<file path="src/rtl/tc_count10.sv">
// tc_count10: loadable up-counter with prescaler, all-ones terminal detect,
// periodic auto-reload or one-shot halt, and a one-cycle wrap pulse.
module tc_count10 #(
  parameter int WIDTH = 10,
  parameter int PRE_W = 4
) (
  input  logic             sys_clk,
  input  logic             reset,
  input  logic             ld,
  input  logic [WIDTH-1:0] din,
  input  logic [PRE_W-1:0] pre,
  input  logic             mode,
  input  logic             en,
  output logic [WIDTH-1:0] cnt,
  output logic             tc_n,
  output logic             tick,
  output logic             busy
);

  localparam logic [PRE_W-1:0] PRE_ONE = PRE_W'(1);
  localparam logic [WIDTH-1:0] CNT_ONE = WIDTH'(1);

  typedef enum logic {
    IDLE = 1'b0,
    RUN  = 1'b1
  } state_t;

  state_t           state_reg, state_next;
  logic [WIDTH-1:0] cnt_reg, cnt_next;
  logic [WIDTH-1:0] reload_reg, reload_next;
  logic [PRE_W-1:0] pre_reg, pre_next;
  logic [PRE_W-1:0] prescaler_reg, prescaler_next;
  logic             mode_reg, mode_next;
  logic             tick_reg, tick_next;
  logic             all_ones;

  assign all_ones = &cnt_reg;

  // Next-state decode: load wins over any advance; a terminal advance either
  // reloads (periodic) or parks at all-ones and drops to IDLE (one-shot).
  always_comb begin
    state_next     = state_reg;
    cnt_next       = cnt_reg;
    reload_next    = reload_reg;
    pre_next       = pre_reg;
    prescaler_next = prescaler_reg;
    mode_next      = mode_reg;
    tick_next      = 1'b0;
    if (ld) begin
      cnt_next       = din;
      reload_next    = din;
      pre_next       = pre;
      mode_next      = mode;
      prescaler_next = '0;
      state_next     = RUN;
    end else if (state_reg == RUN && en) begin
      if (prescaler_reg == pre_reg) begin
        prescaler_next = '0;
        if (all_ones) begin
          tick_next = 1'b1;
          if (mode_reg) begin
            state_next = IDLE;
          end else begin
            cnt_next = reload_reg;
          end
        end else begin
          cnt_next = cnt_reg + CNT_ONE;
        end
      end else begin
        prescaler_next = prescaler_reg + PRE_ONE;
      end
    end
  end

  // State registers with synchronous reset; reset discards any pending tick.
  always_ff @(posedge sys_clk) begin
    if (reset) begin
      state_reg     <= IDLE;
      cnt_reg       <= '0;
      reload_reg    <= '0;
      pre_reg       <= '0;
      prescaler_reg <= '0;
      mode_reg      <= 1'b0;
      tick_reg      <= 1'b0;
    end else begin
      state_reg     <= state_next;
      cnt_reg       <= cnt_next;
      reload_reg    <= reload_next;
      pre_reg       <= pre_next;
      prescaler_reg <= prescaler_next;
      mode_reg      <= mode_next;
      tick_reg      <= tick_next;
    end
  end

  assign cnt  = cnt_reg;
  assign tc_n = ~all_ones;
  assign tick = tick_reg;
  assign busy = (state_reg == RUN);

endmodule

</file>
<file path="config.mk">
export PLATFORM = sky130hd
export DESIGN_NAME = tc_count10
export DESIGN_NICKNAME = d
export VERILOG_FILES = /design/src/rtl/tc_count10.sv
export SDC_FILE = /design/constraint.sdc
export NUM_CORES = 1
export LEC_CHECK = 0
export CELL_PAD_IN_SITES_DETAIL_PLACEMENT = 1
export CELL_PAD_IN_SITES_GLOBAL_PLACEMENT = 1
export CORE_ASPECT_RATIO = 0.9
export CORE_MARGIN = 1
export CORE_UTILIZATION = 38
export DETAILED_ROUTE_END_ITERATION = 16
export PLACE_DENSITY_LB_ADDON = 0.1
export SLEW_MARGIN = 25
export SYNTH_ARGS = -nofsm -noshare
export SYNTH_HDL_FRONTEND = slang
export SYNTH_SLANG_ARGS = --single-unit
</file>
<file path="constraint.sdc">
create_clock -name sys_clk -period 2.3 [get_ports sys_clk]
set_clock_uncertainty 0.15 [all_clocks]
set_input_delay 0.575 -clock sys_clk [delete_from_list [all_inputs] [get_ports sys_clk]]
set_output_delay 0.575 -clock sys_clk [all_outputs]
set_load 0.05 [all_outputs]
</file>
==> results of run 1 <==
==> worst max-delay path: stages, from the launching register on <==
cell and delay, ns:
dfxtp_2 0.39, ha_4 0.19, and3_4 0.22, and3_4 0.22
inv_4 0.07, buf_12 0.15
==> cells in the final DEF, fill, tap and decap left out, drive strengths merged, types with 7 or more instances in the layout <==
master and count:
nand4 7, nand2 22, dfxtp 31, nor2 18
mux2i 15, buf 19, clkdlybuf4s50 22, a21oi 12
==> cell type report <==
cell class	count	area, um^2	share of cell area
well taps	48	60.1	0.0286
clock inverters	1	5.00	0.00239
inverters	6	25.0	0.0119
clock buffers	6	82.6	0.0394
repair buffers	41	388	0.185
flip-flops and latches	31	626	0.298
multi-input cells	136	911	0.434
==> power groups by stage <==
stage / clock network, mW / registers [mW] / logic (mW)
2_1_floorplan: 0 / 0.640 / 0.103
5_1_grt: 0.467 / 0.597 / 0.246
4_1_cts: 0.442 / 0.594 / 0.230
6_report: 0.426 / 0.594 / 0.228
3_3_place_gp: 0 / 0.603 / 0.222
3_5_place_dp: 0 / 0.604 / 0.228
==> metal layers <==
layer	vias to the layer above	part of all wire	global-route usage
li1	739	-	-
met1	730	0.48	0.302
met2	51	0.46	0.361
met3	5	0.049	0.0442
met4	0	0.0096	0.0750
met5	-	0	0
==> stage by stage <==
| step | utilization | power, mW |
|---|---|---|
| 2_1_floorplan | - | 0.743 |
| 3_3_place_gp | 0.485 | 0.825 |
| 3_5_place_dp | 0.485 | 0.832 |
| 4_1_cts | 0.510 | 1.27 |
| 5_1_grt | 0.511 | 1.31 |
| 6_report | 0.511 | 1.25 |
==> timing repair <==
| action | 4_1_cts | 5_1_grt |
|---|---|---|
| hold buffers | 0 | 0 |
| setup endpoints to repair | 1 | 1 |
| buffers inserted | 0 | 0 |
| gates resized for setup | 3 | 2 |
==> worst paths after layout <==
check / slack [ns] / end / startpoint
max: 0.08 / tc_n / cnt[1]
min: 0.32 / reload_reg[1] / reload_reg[1]
max reg2reg: 0.37 / cnt[0] / prescaler_reg[1]
min reg2reg: 0.32 / reload_reg[1] / reload_reg[1]
==> Yosys cell counts, types with 2 or more instances <==
cell and count:
nand2_1 22, inv_1 5, and3_1 3, o21ai_0 4, nor2_1 18, and2_1 2
ha_1 2, a21oi_1 12, nand4_1 7, nand3_1 6, or2_2 2, xor2_1 6
clkbuf_1 4, o22ai_1 2, dfxtp_1 31, nor3_1 2, a31oi_1 6, mux2i_1 15
a311oi_1 3, buf_6 3
==> cells by family (layout without fill, tap and decap cells) <==
logic type	Yosys count	after routing
xor gates and xnor gates	7	7
muxes	16	16
and+or+nand+nor	71	71
DFF	31	31
adders and majority gates	2	2
AOI/OAI and AO/OA	40	40
buffers and inverters	18	54
==> impl_metrics.csv, run 1 <==
group,metric,value,unit
timing,drv_slew,0,
logic_synthesis,synthAdderAreaFrac,0.0153,
cells_and_area,final_area,2100,um^2
drt,via_per_inst,5.67,
global_route,grt_overflow,0,
logic_synthesis,synth_compound_area_frac,0.174,
worst_setup_path,cp-start-kind,"flop",
cells_and_area,fillers,490,
drt,firstDrtPassIters,6,
place,gp_congestion,0.873,
logic_synthesis,synth_area_leaders,"dfxtp_1 (38%), mux2i_1 (9.2%), nand2_1 (5.1%)",
logic_synthesis,netlist_area,1630,um^2
pwr,p_leak,0.834,nW
timing,setup_violations,0,
logic_synthesis,yosysSeqAreaShare,0.380,
logic_synthesis,synth-async-reset-ratio,0,
drt,vias,1525,
logic_synthesis,synth_enable_flop_cells,0,
global_route,grt_pass1_wl,7850,um
clocking,htreeDepth,2,
logic_synthesis,synth_top_family_by_area,"simple AND/OR/NAND/NOR gates",
global_route,grt_pass1_vias,1581,
logic_synthesis,ys_ff_latch,31,
worst_setup_path,ff2ff_path_depth,5,
floorplanning,die_w,71.1,um
clocking,clockRootBuffer,"clkbuf_8",
pwr,worst_ir_drop_vdd,0.247,mV
logic_synthesis,ys.flop_type,"dfxtp_1",
cells_and_area,drive_gt1_frac,0.195,
logic_synthesis,synth-simple-area-share,0.221,
global_route,grt_usage,0.225,
clocking,cts_tree,"done",
pwr,netSwitchingFraction,0.279,
global_route,antenna_found_initial,0,
timing,max_freq,450,MHz
floorplanning,coreArea,4100,um^2
worst_hold_path,holdPathStages,2,
pwr,pwr-share-comb,0.183,
outcome,outcome,"finished, final reports clean",
worst_setup_path,critPathRequiredTime,1.57,ns
cells_and_area,diodes,0,
worst_setup_path,arrival,1.50,ns
drt,first_iter_violations,98,
timing,fin_hold_ws,0.322,ns
clocking,cts_buffer_depth,2,
cells_and_area,stdcell_count,269,
drt,drc_errors,0,
pwr,pwr-share-seq,0.476,
place,dpl_worst_slack,0.106,ns
floorplanning,rows,22,
worst_setup_path,cp_max_fo,5,
timing,tightest_slew,0.495,ns
worst_setup_path,cp-end-kind,"output pin",
run,drv_cap,0,
worst_hold_path,worstHoldPathType,"reg -> reg",
place,dp_hpwl,3290,um
clocking,cts.sinks,31,
logic_synthesis,yosysTopAreaCellShare,0.380,
clocking,cts_buffers,5,
worst_setup_path,critical_path_class,"reg -> out",
pwr,netSwitchingPower,349,uW
timing,fin_crit_sh,0.967,
logic_synthesis,yosysWarnings,0,
logic_synthesis,syn-instance-count,185,
place,portBuffers,31,
logic_synthesis,muxShareOfSynthArea,0.0988,
clocking,clkTransAtPathRegs,0.06,ns
clocking,clk-insertion-delay-late,0.28,ns
pwr,power_density,595,nW/um^2
timing,min_period,2.22,ns
drt,wirelength,4580,um
floorplanning,design.die.area,4570,um^2
logic_synthesis,synthXorXnorAreaFrac,0.0375,
drt,wl_per_cell,17.0,um
logic_synthesis,synthDistinctLibCells,50,
logic_synthesis,syn_nets,206,
cells_and_area,area_delta_synth_final,28.3,%
timing,fin_setup_tns,0,ns
drt,drtAntennaViolNets,0,
logic_synthesis,synth_top_area_cell,"dfxtp_1",
timing,finalHoldViolCount,0,
pwr,pwr-share-clk,0.341,
timing,layout_setup_ws,0.0756,ns
timing,rsz0062_at_grt,"false",
floorplanning,start_util,0.398,
place,placed_cell_area,1990,um^2
place,place_inst,262,
global_route,grt_max_degree,27,
floorplanning,die_h,64.2,um
logic_synthesis,syn_avg_cell_area,8.83,um^2
timing,slew-limit-headroom,0.669,
pwr,p_int,899,uW
cells_and_area,layout.nets,242,
floorplanning,io_pins,32,
Note: power is estimated with default switching activity, not from simulation.
==> run 2: changes to the inputs <==
--- a/config.mk
+++ b/config.mk
@@ -5,12 +5,14 @@
 export SDC_FILE = /design/constraint.sdc
 export NUM_CORES = 1
 export LEC_CHECK = 0
+export ABC_AREA = 0
 export CELL_PAD_IN_SITES_DETAIL_PLACEMENT = 1
 export CELL_PAD_IN_SITES_GLOBAL_PLACEMENT = 1
 export CORE_ASPECT_RATIO = 0.9
 export CORE_MARGIN = 1
 export CORE_UTILIZATION = 38
 export DETAILED_ROUTE_END_ITERATION = 16
+export HOLD_SLACK_MARGIN = 0.05
 export PLACE_DENSITY_LB_ADDON = 0.1
 export SLEW_MARGIN = 25
 export SYNTH_ARGS = -nofsm -noshare
==> results of run 2 <==
Same layout as run 1: the final DEF is identical, and so are final timing and power.
